## src/rtl/fmul_pkg.sv

```systemverilog
// Shared definitions for the FP multiplier writeback queue: datum/tag
// widths, exception flag bit positions and the issue tag layout.
package fmul_pkg;

    localparam int FMUL_EXP_W    = 5;
    localparam int FMUL_FRAC_W   = 3;
    localparam int FMUL_DATA_W   = FMUL_EXP_W + FMUL_FRAC_W + 1;
    localparam int FMUL_CTRL_C_W = 16;
    localparam int FMUL_WARP_W   = 4;
    localparam int FMUL_TAG_W    = FMUL_CTRL_C_W + 3 + 8 + FMUL_WARP_W;
    localparam int FMUL_QDEPTH   = 4;

    localparam int FLAG_OF = 0;
    localparam int FLAG_UF = 1;
    localparam int FLAG_NV = 2;

    typedef struct packed {
        logic [FMUL_CTRL_C_W-1:0] c;
        logic [2:0]               rm;
        logic [7:0]               reg_idxw;
        logic [FMUL_WARP_W-1:0]   warpid;
    } fmul_tag_t;

endpackage

```

## src/rtl/fmul_wb_ptr.sv

```systemverilog
// Wrap-bit pointer counter: PW bits, MSB is the wrap bit, increments
// by one when inc_i is high. Ports: clk, rst_n, inc_i, ptr_o.
module fmul_wb_ptr #(
    parameter int PW = 3
) (
    input  logic          clk,
    input  logic          rst_n,
    input  logic          inc_i,
    output logic [PW-1:0] ptr_o
);

    logic [PW-1:0] r_ptr;

    always_ff @(posedge clk or negedge rst_n) begin
        if (!rst_n) begin
            r_ptr <= '0;
        end else if (inc_i) begin
            r_ptr <= r_ptr + 1'b1;
        end
    end

    assign ptr_o = r_ptr;

endmodule

```

## src/rtl/fmul_wb_queue.sv

```systemverilog
// Writeback reorder / tag-alignment queue behind the 3-stage FP multiplier.
// Captures the control tag at issue, pairs it with the in-order result and
// presents {result, fflags, tag} to writeback over valid/ready.
// Ports: issue side (issue_valid_i/issue_ready_o, ctrl_*_i), result side
// (res_valid_i, result_i, fflags_i), output side (out_valid_o/out_ready_i,
// out_*_o), err_o (sticky), fflags_acc_o / fflags_clr_i.
// Optional macro FMUL_WB_FFLAGS_ACC_EN builds the popped-flags accumulator.
module fmul_wb_queue
    import fmul_pkg::*;
#(
    parameter int EXP_WIDTH    = FMUL_EXP_W,
    parameter int FRAC_WIDTH   = FMUL_FRAC_W,
    parameter int CTRL_C_WIDTH = FMUL_CTRL_C_W,
    parameter int DEPTH_WARP   = FMUL_WARP_W,
    parameter int QDEPTH       = FMUL_QDEPTH
) (
    input  logic                              clk,
    input  logic                              rst_n,
    input  logic                              issue_valid_i,
    output logic                              issue_ready_o,
    input  logic [CTRL_C_WIDTH-1:0]           ctrl_c_i,
    input  logic [2:0]                        ctrl_rm_i,
    input  logic [7:0]                        ctrl_reg_idxw_i,
    input  logic [DEPTH_WARP-1:0]             ctrl_warpid_i,
    input  logic                              res_valid_i,
    input  logic [EXP_WIDTH+FRAC_WIDTH:0]     result_i,
    input  logic [4:0]                        fflags_i,
    output logic                              out_valid_o,
    input  logic                              out_ready_i,
    output logic [EXP_WIDTH+FRAC_WIDTH:0]     out_result_o,
    output logic [4:0]                        out_fflags_o,
    output logic [CTRL_C_WIDTH-1:0]           out_ctrl_c_o,
    output logic [2:0]                        out_ctrl_rm_o,
    output logic [7:0]                        out_ctrl_reg_idxw_o,
    output logic [DEPTH_WARP-1:0]             out_ctrl_warpid_o,
    output logic                              err_o,
    output logic [4:0]                        fflags_acc_o,
    input  logic                              fflags_clr_i
);

    localparam int DW = EXP_WIDTH + FRAC_WIDTH + 1;
    localparam int AW = $clog2(QDEPTH);
    localparam int PW = AW + 1;

    typedef struct packed {
        logic [CTRL_C_WIDTH-1:0] c;
        logic [2:0]              rm;
        logic [7:0]              reg_idxw;
        logic [DEPTH_WARP-1:0]   warpid;
    } tag_t;

    tag_t              r_tag   [QDEPTH];
    logic [DW-1:0]     r_res   [QDEPTH];
    logic [4:0]        r_flags [QDEPTH];
    logic [QDEPTH-1:0] r_done;
    logic              r_err;

    logic [PW-1:0] w_wr_ptr;
    logic [PW-1:0] w_res_ptr;
    logic [PW-1:0] w_rd_ptr;
    logic [PW-1:0] w_occ;
    logic [AW-1:0] w_wr_idx;
    logic [AW-1:0] w_res_idx;
    logic [AW-1:0] w_rd_idx;
    logic          w_issue_fire;
    logic          w_res_ok;
    logic          w_res_fire;
    logic          w_pop_fire;

    assign w_wr_idx  = w_wr_ptr[AW-1:0];
    assign w_res_idx = w_res_ptr[AW-1:0];
    assign w_rd_idx  = w_rd_ptr[AW-1:0];

    // Occupancy counts issued-but-not-popped ops, so a slot is reserved
    // for every in-flight multiply.
    assign w_occ         = w_wr_ptr - w_rd_ptr;
    assign issue_ready_o = (w_occ != PW'(QDEPTH));
    assign w_issue_fire  = issue_valid_i & issue_ready_o;

    // A result needs an outstanding tag; otherwise it is a protocol error.
    assign w_res_ok   = (w_res_ptr != w_wr_ptr);
    assign w_res_fire = res_valid_i & w_res_ok;

    assign out_valid_o = (w_rd_ptr != w_res_ptr) & r_done[w_rd_idx];
    assign w_pop_fire  = out_valid_o & out_ready_i;

    fmul_wb_ptr #(.PW(PW)) u_wr_ptr (
        .clk   (clk),
        .rst_n (rst_n),
        .inc_i (w_issue_fire),
        .ptr_o (w_wr_ptr)
    );

    fmul_wb_ptr #(.PW(PW)) u_res_ptr (
        .clk   (clk),
        .rst_n (rst_n),
        .inc_i (w_res_fire),
        .ptr_o (w_res_ptr)
    );

    fmul_wb_ptr #(.PW(PW)) u_rd_ptr (
        .clk   (clk),
        .rst_n (rst_n),
        .inc_i (w_pop_fire),
        .ptr_o (w_rd_ptr)
    );

    always_ff @(posedge clk or negedge rst_n) begin
        if (!rst_n) begin
            for (int i = 0; i < QDEPTH; i++) begin
                r_tag[i]   <= '0;
                r_res[i]   <= '0;
                r_flags[i] <= '0;
            end
            r_done <= '0;
            r_err  <= 1'b0;
        end else begin
            if (w_issue_fire) begin
                r_tag[w_wr_idx]  <= {ctrl_c_i, ctrl_rm_i,
                                     ctrl_reg_idxw_i, ctrl_warpid_i};
                r_done[w_wr_idx] <= 1'b0;
            end
            // res_ptr != wr_ptr here, so never the entry being issued
            if (w_res_fire) begin
                r_res[w_res_idx]   <= result_i;
                r_flags[w_res_idx] <= fflags_i;
                r_done[w_res_idx]  <= 1'b1;
            end
            if (res_valid_i && !w_res_ok) begin
                r_err <= 1'b1;
            end
        end
    end

    assign err_o               = r_err;
    assign out_result_o        = r_res[w_rd_idx];
    assign out_fflags_o        = r_flags[w_rd_idx];
    assign out_ctrl_c_o        = r_tag[w_rd_idx].c;
    assign out_ctrl_rm_o       = r_tag[w_rd_idx].rm;
    assign out_ctrl_reg_idxw_o = r_tag[w_rd_idx].reg_idxw;
    assign out_ctrl_warpid_o   = r_tag[w_rd_idx].warpid;

`ifdef FMUL_WB_FFLAGS_ACC_EN
    logic [4:0] r_acc;

    // Clear first, then OR, so flags popped during a clear survive.
    always_ff @(posedge clk or negedge rst_n) begin
        if (!rst_n) begin
            r_acc <= '0;
        end else begin
            r_acc <= (fflags_clr_i ? 5'd0 : r_acc)
                   | (w_pop_fire ? out_fflags_o : 5'd0);
        end
    end

    assign fflags_acc_o = r_acc;
`else
    logic w_unused_clr;

    assign w_unused_clr = fflags_clr_i;
    assign fflags_acc_o = 5'd0;
`endif

endmodule

```

## config.mk

```make
export PLATFORM = sky130hd
export DESIGN_NAME = fmul_wb_queue
export DESIGN_NICKNAME = d
export VERILOG_FILES = /design/src/rtl/fmul_pkg.sv /design/src/rtl/fmul_wb_ptr.sv /design/src/rtl/fmul_wb_queue.sv
export SDC_FILE = /design/constraint.sdc
export NUM_CORES = 1
export LEC_CHECK = 0
export BUFFER_PORTS_ARGS = -buffer_cell sky130_fd_sc_hd__buf_2
export CORE_UTILIZATION = 25
export DETAILED_ROUTE_END_ITERATION = 7
export PLACE_DENSITY = 0.51
export REMOVE_ABC_BUFFERS = 1
export SYNTH_ARGS = -nofsm -noshare
export SYNTH_HDL_FRONTEND = slang
export SYNTH_SLANG_ARGS = --single-unit
```

## constraint.sdc

```tcl
create_clock -name clk -period 2.45 [get_ports clk]
set_input_delay 0.245 -clock clk [delete_from_list [all_inputs] [get_ports clk]]
set_output_delay 0.245 -clock clk [all_outputs]
set_load 0.01 [all_outputs]
```

Yosys cells after proc, flatten, opt, wreduce, memory -nomap -nowiden:

Index checks and enable logic that the tools add are counted.

* add/sub/neg operators: 4
* order comparisons: 10
* equal/unequal tests: 3
* mux-type cells: 26
* bitwise gates (word level): 10
* reductions and logical operators: 6

Operators by type and width (number)
* bitwise mux 124 bit: 1
* two-way mux 31 bit: 3
* binary-select mux 31 bit (select 2 bit): 1
* demux 31 bit (select 2 bit): 1
* bitwise mux 36 bit: 1
* two-way mux 9 bit: 3
* bitwise mux 20 bit: 1
* binary-select mux 9 bit (select 2 bit): 1
* demux 9 bit (select 2 bit): 1
* two-way mux 5 bit: 3
* binary-select mux 5 bit (select 2 bit): 1
* demux 5 bit (select 2 bit): 1
* adder 3 x 1 -> 3 bit (second input constant): 3
* greater-or-equal comparator 3 bit (second input constant): 3
* less-than comparator 2 x 3 -> 1 bit (second input constant): 3
* inverter 2 -> 3 bit: 3
* two-way mux 4 bit: 2
* less-than comparator 3 x 1 -> 1 bit (second input constant): 2
* != test 3 bit: 2
* logical AND 1 bit: 5
* AND 1 bit: 4
* AND 4 bit: 1
* demux 1 bit (select 2 bit): 2
* greater-or-equal comparator 2 x 1 -> 1 bit (second input constant): 2
* other kinds (7): 9

* register bits: 194
* output and inout port bits: 53

Depth between registers and ports, before layout:

Gate-level depths: netlist of the first run.

* depth in word-level cells: 9
* gate-level depth with buffers: 9
* depth with buffers taken out: 6

Cells and area by module:

From an unflattened synthesis of the first run, not the netlist that was laid out.

* cells, all modules: 510
* area, all modules: 8755.9 um^2

Modules (own cells, without submodules)
* fmul_wb_queue: instances 1, cells an instance 486, area an instance 8384.3 um^2, seq. area each 4629.4 um^2
* fmul_wb_ptr: instances 3, cells an instance 8, area an instance 123.9 um^2, seq. area each 75.1 um^2

Least setup slack after synthesis of the first run:

No wires, ideal clock.

* kind: register to register
* from: register u_rd_ptr.r_ptr[1] (netlist: u_rd_ptr.ptr_o[1])
* to: register r_tag[100] (netlist name)
* library setup time: 0.125 ns
* arrival: 2.080 ns
* required time: 2.325 ns
* setup slack: 0.246 ns
* cell stages (with the launch flop): 9
* buffers on the path: 2
* period minus slack after synthesis: 2.204 ns
* cell sequence: dfrtp_1 > clkbuf_1 > inv_1 > ha_1 > nor2b_1 > xnor2_1 > o211a_1 > buf_6 > mux2_2

* cells in the longest elaborated chain, start to end: 3

RTL lines
* start: declaration: RTL line fmul_wb_ptr.sv:12 `logic [PW-1:0] r_ptr;`
* start signal: assignment: RTL line fmul_wb_ptr.sv:18 `r_ptr <= r_ptr + 1'b1;`
* subtractor 3 bit: RTL line fmul_wb_queue.sv:76 `assign w_occ = w_wr_ptr - w_rd_ptr;`
* != test 3 bit: RTL line fmul_wb_queue.sv:77 `assign issue_ready_o = (w_occ != PW'(QDEPTH));`
* AND 1 bit: RTL line fmul_wb_queue.sv:78 `assign w_issue_fire = issue_valid_i & issue_ready_o;`
* end signal: indexed assignment: RTL line fmul_wb_queue.sv:119 `r_tag[w_wr_idx] <= {ctrl_c_i, ctrl_rm_i,`
* end: declaration: RTL line fmul_wb_queue.sv:52 `tag_t r_tag [QDEPTH];`

Every way passes these cells.
A chain may end at the register's enable or synchronous reset.

Final worst setup path of the first run:

* from: register u_rd_ptr.r_ptr[1] (netlist: u_rd_ptr.ptr_o[1])
* to: output out_valid_o

* cells in the longest elaborated chain, start to end: 3

RTL lines
* binary-select mux 1 bit (select 2 bit): RTL line fmul_wb_queue.sv:84 `assign out_valid_o = (w_rd_ptr != w_res_ptr) & r_done[w_rd_idx];`
* two-way mux 1 bit (implied by the code): RTL line fmul_wb_queue.sv:84
* AND 1 bit (*): RTL line fmul_wb_queue.sv:84
* end: declaration: RTL line fmul_wb_queue.sv:28 `output logic out_valid_o,`

Mark *: on every way between the ends. The rest lies on a longest branch, timed or not. The select of a mux whose other input is x is not followed.

==> results by group, run 1 <==
Outcome
  • Result of the run: completed

STA
  • Slew @ Worst Pin: 0.503 ns
  • Setup repair after global routing missed its margin: false
  • Worst hold-check slack: ~0.079 ns
  • Number of max-slew violations in the final report: 0
  • Slew HR: between 60% and 70%
  • Fin crit share: a little over nine tenths
  • Final setup viols: 0
  • Number of failing hold endpoints at the final stage: 0
  • Worst Clk Skew: roughly 0.006 ns
  • F_max: approximately 430 MHz
  • Shortest period the worst path allows: 2.35 ns

Placed design
  • Number of buffer cells added on primary ports: 97
  • Half-perimeter wire length after placement: between 10000 and 15000 µm
  • Final estimated routing congestion in global placement: around 0.66

Global route
  • Antenna violations before repair: 0
  • Largest net degree at the start of global routing: 58
  • Congestion Overflow GR: 0
  • Aggregate global-route resource usage: a little under an eighth
  • Wire length of the first global-routing pass: slightly above 30000 µm
  • Via count of the first global-routing pass: 5134

Floorplan
  • Initial core utilization: 25.7%
  • Placeable Area: approximately 0.034 mm²
  • Die width: between 150 and 200 µm
  • DIE HEIGHT: ~190 µm
  • Top-level I/O count: 104
  • Die area: roughly 0.036 mm²
  • Std-Cell Rows: 67

Cells and area
  • Area occupied by multi-input gates: between 0.003 and 0.004 mm²
  • Final net count: slightly below 700
  • Final standard cell utilization of the core: ~31%
  • Area overhead of the layout relative to synthesis: 20.6%
  • Sequential cell area: 0.00486 mm²
  • Top library cells by usage in the layout, fill and taps aside: 192 x dfrtp_1, 183 x mux2_2, 96 x buf_2
  • Number of filler instances in the final layout: about 3400
  • Antenna diode count: 0
  • Most common cell after layout, fill and taps aside: dfrtp_1
  • Share of final-layout standard cells stronger than drive strength 1: roughly 60%

Flow run
  • Number of max-capacitance violations reported: 0

CTS
  • Setup Buffers After CTS: 0
  • TritonCTS Buffers: 17
  • Total clock sinks: just under 200
  • Total number of H-tree levels: 4
  • Clock-pin transition on the worst setup and hold timing paths: 0.07 ns
  • Cell chosen for the clock root: clkbuf_16
  • CTS tree: yes
  • Clock latency on the worst-skew pair: between 0.4 and 0.5 ns
  • Maximum clock insertion buffer count: 2

Power and ir drop
  • Fraction of power spent switching nets: between 30 and 40%
  • Share of power burned in combinational logic: 44.8%
  • Leakage power figure: around 4.5 nW
  • Sequential share of power: 36.3%
  • Clock network fraction of total power: 18.9%
  • Final Power: 15.7 mW
  • Power density of the placed cells: between 1000 and 1500 mW/mm²
  • Cell internal pwr: 10.6 mW
  • Worst vdd ir: slightly above 700 µV
  • Net load switching power: 5.09 mW

Logic synthesis
  • Average size of a mapped cell: between 15 and 20 µm²
  • Count of different cell masters after synthesis: 26
  • Gate Count Post-Synth: 523
  • Share of the yosys chip area belonging to registers: 55.8%
  • Count of state elements after synthesis: ~190
  • Synth warnings: 0
  • Cell Area, Synth: about 0.0087 mm²

Hold path
  • Hold Path Class: in2reg
  • Hold path startpoint: result_i[0]

Drt
  • Total number of vias: 4785
  • Total length of routed wires: between 15000 and 20000 µm
  • DRC viols: 0
  • TritonRoute pass-1 iters: 4
  • Post-DRT Antenna Nets: 0
  • 1st-iter DRT viols: about 160
  • Avg WL per Cell: roughly 18 µm
  • Drt via density: ~4.4

Setup path
  • Required @ worst endpoint: 2.20 ns
  • CP Launch Point: u_rd_ptr.ptr_o[1]$_DFFE_PN0P_
  • Type of the worst setup path: reg2out
  • Arrival time reported for the critical path endpoint: between 2 and 2.5 ns
  • Reg2Reg Launch Point: u_rd_ptr.ptr_o[1]$_DFFE_PN0P_
  • Critical Path Fanout Max: 13
  • Category of the worst setup path capture point: output port
  • Startpoint types: flop
==> registers in the layout, summed over array words and instances, names as in the netlist <==
register         flops
err_o                1
r_done               4
r_flags             20
r_res               36
r_tag              124
u_rd_ptr.ptr_o       3
u_res_ptr.ptr_o      3
u_wr_ptr.ptr_o       3
==> worst max-delay path, cell delays in order (launching register included) <==
cell and delay, ns:
dfrtp_2 0.47, buf_16 0.19, mux2_2 0.37, mux2_2 0.31
and2_1 0.17, buf_2 0.14
==> cells in the mapped netlist, drive strengths merged <==
master	instances	area share (%)
xnor2	10	1.0
or2	1	0.072
ha	11	1.6
mux2i	2	0.23
and2	1	0.072
xor2	2	0.20
a31oi	2	0.14
inv	11	0.47
mux2	185	24
dfrtp	194	56
buf	30	2.8
nand3	7	0.40
a21oi	2	0.12
mux4	45	12
clkbuf	4	0.17
o211a	4	0.46
nor2b	1	0.072
a31o	1	0.10
o21ai	5	0.29
conb	1	0.043
nand2	3	0.13
a41o	1	0.12
==> power groups by stage <==
| stage | Sequential [mW] | Clock (mW) | Combinational [mW] |
|---|---|---|---|
| after detailed placement | 5.74 | 0 | 7.07 |
| after global placement | 5.71 | 0 | 6.98 |
| after floorplan | 5.75 | 0 | 4.62 |
| after global routing | 5.91 | 3.23 | 7.66 |
| after CTS | 5.69 | 3.11 | 7.19 |
| final | 5.69 | 2.97 | 7.02 |
==> metal layers <==
| layer | global-route usage (%) | vias to the layer above | wire (µm) | share of wire, % |
|---|---|---|---|---|
| li1 | - | 2146 | - | - |
| met1 | 15.6 | 2557 | 9250 | 48 |
| met2 | 18.0 | 70 | 9190 | 47 |
| met3 | 3.15 | 12 | 784 | 4.0 |
| met4 | 3.91 | 0 | 230 | 1.2 |
| met5 | 0 | - | 0 | 0 |
==> cell families after synthesis <==
logic type / after synthesis / share of synthesized area, %
AOI/OAI and AO/OA: 15 / 1.22
xor gates and xnor gates: 12 / 1.21
adders and majority gates: 11 / 1.58
buffers and inverters: 45 / 3.41
DFF: 194 / 55.8
muxes: 232 / 35.9
other: 1 / 0.0431
and+or+nand+nor: 13 / 0.749
==> through the flow <==
step                setup WS [ns]  setup TNS, ns  instances  area (µm²)
floorplan                   -1.57        -220.38        493        8450
global placement            0.285              0       1060        9790
detailed placement          0.292              0       1060        9790
CTS                        0.0142              0       1094       10500
global route              0.00158              0       1095       10500
finish                     0.0990              0       1095       10500
==> repair_timing <==
| action | in CTS | in global routing |
|---|---|---|
| endpoints found under the hold margin | 53 | 0 |
| gates cloned | 1 | 1 |
| gates resized for setup | 1 | 0 |
| endpoints found under the setup margin | 1 | 1 |
| hold buffers | 1 | 0 |
==> path summary, 6_finish.rpt <==
check | end | slack, ns | cells past startpoint
min | r_res[9]$_DFFE_PN0P_ | 0.08 | 2
max in group asynchronous | u_rd_ptr.ptr_o[1]$_DFFE_PN0P_ | 1.46 | 3
max | out_valid_o | 0.1 | 5
max reg2reg | r_tag[52]$_DFFE_PN0P_ | 0.21 | 8
min in group asynchronous | r_tag[61]$_DFFE_PN0P_ | 0.35 | 2
min reg2reg | r_flags[4]$_DFFE_PN0P_ | 0.50 | 1
==> area by class of cell <==
| type | instances | area share, % |
|---|---|---|
| inverters | 11 | 0.394 |
| clock inverters | 13 | 1.65 |
| well taps | 448 | 5.35 |
| multi-input cells | 288 | 33.9 |
| flip-flops and latches | 194 | 46.4 |
| repair buffers | 122 | 8.08 |
| clock buffers | 19 | 4.23 |
Note: power is estimated with default switching activity, not from simulation.
==> run 2, diff against run 1 <==
Settings changed: ABC_AREA set to 1, GPL_ROUTABILITY_DRIVEN set to 0.
==> results by group, run 2 <==
Global route
  • Antenna violations before repair: 3
  • Congestion Overflow GR: 0
  • Via count of the first global-routing pass: 8425
  • Aggregate global-route resource usage: between 10% and 20%
  • Largest net degree at the start of global routing: 89
  • Wire length of the first global-routing pass: between 40000 and 50000 µm

Cells and area
  • Final standard cell utilization of the core: about 30%
  • Area occupied by multi-input gates: a little over 0.004 mm²
  • Most common cell after layout, fill and taps aside: nand2_1
  • Top flop regs: r_tag x124, r_res x36, r_flags x20
  • Reg with most FFs: r_tag
  • Sequential cell area: about 0.005 mm²
  • Final net count: between 1000 and 1500
  • Share of final-layout standard cells stronger than drive strength 1: about 15%
  • Number of filler instances in the final layout: 4089
  • Top library cells by usage in the layout, fill and taps aside: 400 x nand2_1, 192 x dfrtp_1, 184 x nand4_1
  • Flip-flop count of the largest register after layout: about 120
  • Area overhead of the layout relative to synthesis: 18.7%

STA
  • Final worst slack: around 0.12 ns
  • Final setup viols: 0
  • Number of failing hold endpoints at the final stage: 0
  • Setup repair after global routing missed its margin: false
  • Shortest period the worst path allows: roughly 2.3 ns
  • Fin crit share: 94.9%
  • Worst Clk Skew: 0.00780 ns
  • Slew HR: 62.8%
  • F_max: roughly 430 MHz
  • Slew @ Worst Pin: about 0.56 ns
  • Number of max-slew violations in the final report: 0

Setup path
  • Logic depth of the worst register-to-register path: 8
  • Register-to-Register Setup Slack: 0.31 ns
  • Reg2Reg Launch Point: u_wr_ptr.ptr_o[1]$_DFFE_PN0P_
  • Startpoint types: flop
  • Type of the worst setup path: reg2out
  • R2R Path End: r_tag[115]$_DFFE_PN0P_
  • Category of the worst setup path capture point: output port
  • Critical Path Fanout Max: 42
  • Required @ worst endpoint: 2.20 ns
  • Arrival time reported for the critical path endpoint: between 2 and 2.5 ns

Logic synthesis
  • Most frequently used flop master after synthesis: dfrtp_1
  • Top cell type by total area after synthesis: dfrtp_1
  • Average size of a mapped cell: roughly 8 µm²
  • Cells taking the most area after synthesis: dfrtp_1 51%, nand2_1 16%, nand4_1 12%
  • Fraction of post-synthesis cell area in the top cell type by area: roughly 50%
  • Synth warnings: 0
  • Gate Count Post-Synth: ~1200
  • Cell Area, Synth: approximately 0.0095 mm²
  • Share of the yosys chip area belonging to registers: between 50% and 60%
  • Count of different cell masters after synthesis: 24
  • Count of flip-flops with a built-in enable after synthesis: 0
  • Cell with the most instances after synthesis: nand2_1
  • Count of state elements after synthesis: just under 200
  • Cell types with the highest counts after synthesis: 400 x nand2_1, 194 x dfrtp_1, 184 x nand4_1
  • Post-synthesis async set-or-reset flop share: 100%

Placed design
  • Place WS: around 0.41 ns
  • Number of buffer cells added on primary ports: 97
  • Half-perimeter wire length after placement: ~18000 µm

Floorplan
  • Top-level I/O count: approximately 100
  • Placeable Area: 0.0376 mm²
  • Initial core utilization: 25.3%
  • Std-Cell Rows: 71
  • Die width: approximately 200 µm
  • Die area: ~0.039 mm²
  • DIE HEIGHT: a little under 200 µm

Flow run
  • Number of max-capacitance violations reported: 0

CTS
  • Clock latency on the worst-skew pair: between 0.4 and 0.5 ns
  • Cell chosen for the clock root: clkbuf_16
  • Total number of H-tree levels: 4
  • Clock-pin transition on the worst setup and hold timing paths: around 0.07 ns
  • Maximum clock insertion buffer count: 2
  • CTS tree: yes
  • TritonCTS Buffers: 17
  • Total clock sinks: between 150 and 200

Power and ir drop
  • Leakage power figure: roughly 5.6 nW
  • Power density of the placed cells: 1530 mW/mm²
  • Worst vdd ir: between 700 and 800 µV
  • Final Power: approximately 17 mW

Drt
  • Drt via density: approximately 4.9
  • Post-DRT Antenna Nets: 0
  • Total length of routed wires: approximately 31000 µm
  • Avg WL per Cell: ~18 µm
  • TritonRoute pass-1 iters: 5
  • 1st-iter DRT viols: 854
  • Total number of vias: 8660
  • DRC viols: 0

Hold path
  • Worst Hold Path EP: r_res[0]$_DFFE_PN0P_
  • Hold path startpoint: result_i[0]
  • Hold Path Class: in2reg
  • Hold Path Stages: 3

Outcome
  • Result of the run: completed
run 2: where the power goes:
part / internal [mW] / switching (mW) / leakage [nW]
Sequential: 4.69 / 0.860 / 2.43
Clock: 1.66 / 1.29 / 0.293
Combinational: 3.00 / 5.73 / 2.89
run 2: metal layers:
| metal | GRT usage [%] | share of wire (%) | vias up |
|---|---|---|---|
| met4 | 4.08 | 0.90 | 4 |
| met2 | 25.7 | 46 | 212 |
| met3 | 3.88 | 6.1 | 24 |
| li1 | - | - | 4110 |
| met1 | 23.4 | 47 | 4310 |
| met5 | 0 | 0.073 | - |
run 2: how the worst max path moves through the flow:
stage                                             start  slack [ns]                   to  cells after the start
after floorplan           u_rd_ptr.ptr_o[0]$_DFFE_PN0P_       -1.63  r_done[1]$_DFF_PN0_                      9
after global placement    u_rd_ptr.ptr_o[0]$_DFFE_PN0P_        0.39        issue_ready_o                      7
after detailed placement  u_rd_ptr.ptr_o[0]$_DFFE_PN0P_        0.41        issue_ready_o                      7
after CTS                 u_rd_ptr.ptr_o[0]$_DFFE_PN0P_       0.003          out_valid_o                      5
after global routing      u_rd_ptr.ptr_o[0]$_DFFE_PN0P_        0.05      out_ctrl_c_o[1]                      4
final                     u_rd_ptr.ptr_o[0]$_DFFE_PN0P_        0.12      out_result_o[7]                      5
run 2: metrics by stage:
step | setup TNS [ns] | std cells | hold slack [ns] | instance area [µm²]
5_1_grt | 0 | 1750 | 0.0656 | 11300
3_5_place_dp | 0 | 1712 | 0.285 | 10600
4_1_cts | 0 | 1746 | 0.0557 | 11200
2_1_floorplan | -244.91 | 1062 | -0.0506 | 9000
3_3_place_gp | 0 | 1712 | 0.283 | 10600
6_report | 0 | 1752 | 0.0764 | 11300
run 2: cells by family (layout without fill, tap and decap cells):
logic type	after synthesis	in the layout	share of synthesized area, %
xor+xnor	9	9	0.829
buf+inv	124	188	5.92
flops	194	194	51.1
other cells	1	8	0.0395
fa+ha+maj	11	11	1.45
compound gates	140	140	7.99
simple gates	691	691	32.7
run 2: final cells by class:
cell class | count | share of cell area, %
diodes | 3 | 0.0665
clock buffers | 20 | 4.05
clock inverters | 12 | 1.36
inverters | 12 | 0.399
multi-input cells | 856 | 36.4
flip-flops and latches | 194 | 43.1
well taps | 511 | 5.67
repair buffers | 144 | 9.02
run 2: repair_timing:
action / 4_1_cts / 5_1_grt
resized for setup: 2 / 3
setup buffers: 0 / 2
setup endpoints to repair: 6 / 4
cloned: 1 / 1
pin swaps: 0 / 1
endpoints found under the hold margin: 55 / 0
hold buffers: 1 / 0
run 2: critical path, cell delays in order (launching register included):
cell     delay [ns]
dfrtp_4        0.61
inv_2          0.17
buf_12         0.24
o21ai_0        0.12
o22ai_1        0.26
buf_2          0.19
==> run 3, diff against run 2 <==
Settings changed: GPL_TIMING_DRIVEN set to 0.
==> results by group, run 3 (same netlist as run 2, synthesis figures left out) <==
STA
  • Number of max-slew violations in the final report: 0
  • Shortest period the worst path allows: around 2.4 ns
  • Fin crit share: 98.2%
  • Slew HR: between 10% and 20%
  • F_max: roughly 420 MHz
  • Slew @ Worst Pin: approximately 1.2 ns
  • Final setup viols: 0
  • Worst Clk Skew: between 0.01 and 0.015 ns
  • Number of failing hold endpoints at the final stage: 0
  • Setup repair after global routing missed its margin: true

Setup path
  • Arrival time reported for the critical path endpoint: about 2.2 ns
  • Category of the worst setup path capture point: output port
  • R2R Path End: r_res[24]$_DFFE_PN0P_
  • Critical path's slowest cell: dfrtp_4
  • Buffers and inverters on the worst path: 4
  • Max stage delay on crit path: about 0.55 ns
  • Reg2Reg Launch Point: u_wr_ptr.ptr_o[0]$_DFFE_PN0P_
  • Critical path's top delay family: buffers and inverters
  • Type of the worst setup path: reg2out
  • Critical Path Fanout Max: approximately 50
  • Required @ worst endpoint: ~2.2 ns
  • Register-to-Register Setup Slack: 0.11 ns
  • Logic depth of the worst register-to-register path: 5
  • Startpoint types: flop
  • Ordered list of cells on the worst path: buf_12 -> ha_1 -> nand2_1 -> inv_4 -> nand3_4 -> buf_16 -> buf_2

Global route
  • Wire length of the first global-routing pass: 52500 µm
  • Met3 global-route usage: under 10%
  • Via count of the first global-routing pass: 8597
  • Met1 global-route usage: between 20 and 25%
  • Antenna violations before repair: 8
  • Aggregate global-route resource usage: between 15 and 20%
  • Layer with the highest usage: met2
  • Largest net degree at the start of global routing: around 100
  • Congestion Overflow GR: 0
  • Met2 routing resource usage after global routing: 28.1%

CTS
  • Total number of H-tree levels: 4
  • Total clock sinks: around 190
  • Clock-pin transition on the worst setup and hold timing paths: ~0.08 ns
  • Clock latency on the worst-skew pair: 0.44 ns
  • TritonCTS Buffers: 17
  • Maximum clock insertion buffer count: 2
  • Cell chosen for the clock root: clkbuf_16
  • CTS tree: yes

Cells and area
  • Number of filler instances in the final layout: between 4000 and 5000
  • Final net count: 1287
  • Area overhead of the layout relative to synthesis: 22.9%
  • Area of all placed cells without fillers: 0.0117 mm²
  • Share of final-layout standard cells stronger than drive strength 1: between 10% and 20%
  • Top flop regs: r_tag x124, r_res x36, r_flags x20
  • Area occupied by multi-input gates: around 0.0043 mm²
  • Most common cell after layout, fill and taps aside: nand2_1
  • Sequential cell area: ~0.005 mm²
  • Top library cells by usage in the layout, fill and taps aside: 398 x nand2_1, 192 x dfrtp_1, 184 x nand4_1
  • Number of cells in the finished layout apart from fillers: between 1500 and 2000
  • Reg with most FFs: r_tag
  • Flip-flop count of the largest register after layout: ~120

Power and ir drop
  • Power density of the placed cells: around 1600 mW/mm²
  • Leakage power figure: approximately 5.7 nW
  • Final Power: between 15 and 20 mW
  • Worst vdd ir: roughly 560 µV

Floorplan
  • Placeable Area: 0.0376 mm²
  • Top-level I/O count: about 100
  • Die area: roughly 0.039 mm²
  • Die width: 197 µm
  • Std-Cell Rows: just over 70
  • DIE HEIGHT: a little under 200 µm
  • Initial core utilization: roughly 25%

Hold path
  • Hold path startpoint: fflags_i[4]
  • Hold Path Class: in2reg
  • Hold Path Stages: 3
  • Worst Hold Path EP: r_flags[19]$_DFFE_PN0P_

Drt
  • Total number of vias: 8884
  • TritonRoute pass-1 iters: 5
  • 1st-iter DRT viols: 699
  • Total length of routed wires: 33800 µm
  • Post-DRT Antenna Nets: 0
  • Avg WL per Cell: 19.3 µm
  • DRC viols: 0
  • Drt via density: between 5 and 6

Flow run
  • Number of max-capacitance violations reported: 0

Placed design
  • Number of buffer cells added on primary ports: 97
  • Total instance count after detailed placement: 1679
  • Cell area after placement: 0.0104 mm²
  • Half-perimeter wire length after placement: 16200 µm

Outcome
  • Result of the run: completed
[run 3: metal layers]
layer  wire [µm]  part of all wire (%)
met4         527                   1.6
met3        2620                   7.8
met2       15700                    47
met1       14800                    44
met5          67                  0.20
[run 3: final cells by class]
class / count / share of cell area, %
timing repair buffer: 138 / 10.3
clock buffer: 20 / 3.82
antenna: 3 / 0.0642
inverter: 12 / 0.610
sequential: 194 / 41.6
timing repair inverter: 1 / 0.0749
clock inverter: 12 / 1.34
tap: 511 / 5.47
multi-input combinational: 861 / 36.7
[run 3: through the flow]
step / hold slack [ns] / util (%) / setup WS [ns] / setup TNS (ns)
global route: 0.0755 / 31.1 / -0.0727 / -1.51
global placement: 0.450 / 27.0 / -5.87 / -1451.52
CTS: 0.0726 / 30.9 / 0.00374 / 0
finish: 0.0917 / 31.1 / 0.0432 / 0
detailed placement: 0.316 / 27.6 / -1.64 / -223.40
floorplan: -0.0506 / - / -1.63 / -244.91
[run 3: how the worst max path moves through the flow]
stage / end / depth (start not counted) / start
2_1_floorplan: r_done[1]$_DFF_PN0_ / 9 / u_rd_ptr.ptr_o[0]$_DFFE_PN0P_
3_3_place_gp: r_done[1]$_DFF_PN0_ / 9 / u_rd_ptr.ptr_o[1]$_DFFE_PN0P_
3_5_place_dp: r_done[3]$_DFF_PN0_ / 9 / u_rd_ptr.ptr_o[1]$_DFFE_PN0P_
4_1_cts: issue_ready_o / 9 / u_rd_ptr.ptr_o[1]$_DFFE_PN0P_
5_1_grt: r_res[24]$_DFFE_PN0P_ / 5 / u_wr_ptr.ptr_o[0]$_DFFE_PN0P_
6_report: issue_ready_o / 7 / u_rd_ptr.ptr_o[0]$_DFFE_PN0P_
[run 3: repair_timing]
item | CTS | global route
endpoints found under the setup margin | 236 | 74
pin swaps | 3 | 1
gates cloned | 11 | 0
endpoints found under the hold margin | 93 | 0
setup buffers | 22 | 4
resized for setup | 25 | 5
hold buffers | 1 | 0
[run 3: worst register-to-register path, cell delays in order, from the launching register on]
cell and delay (ns):
dfrtp_1 0.46, xnor2_1 0.31, nand3_4 0.63, nand3_2 0.69
nand2_1 0.11, nand2_1 0.08
[run 3: report_power, final]
group	leakage (nW)	switching, mW	internal (mW)
clock network	0.283	1.28	1.64
logic	3.00	6.40	3.67
registers	2.43	0.819	4.69
total	5.71	8.50	10.0
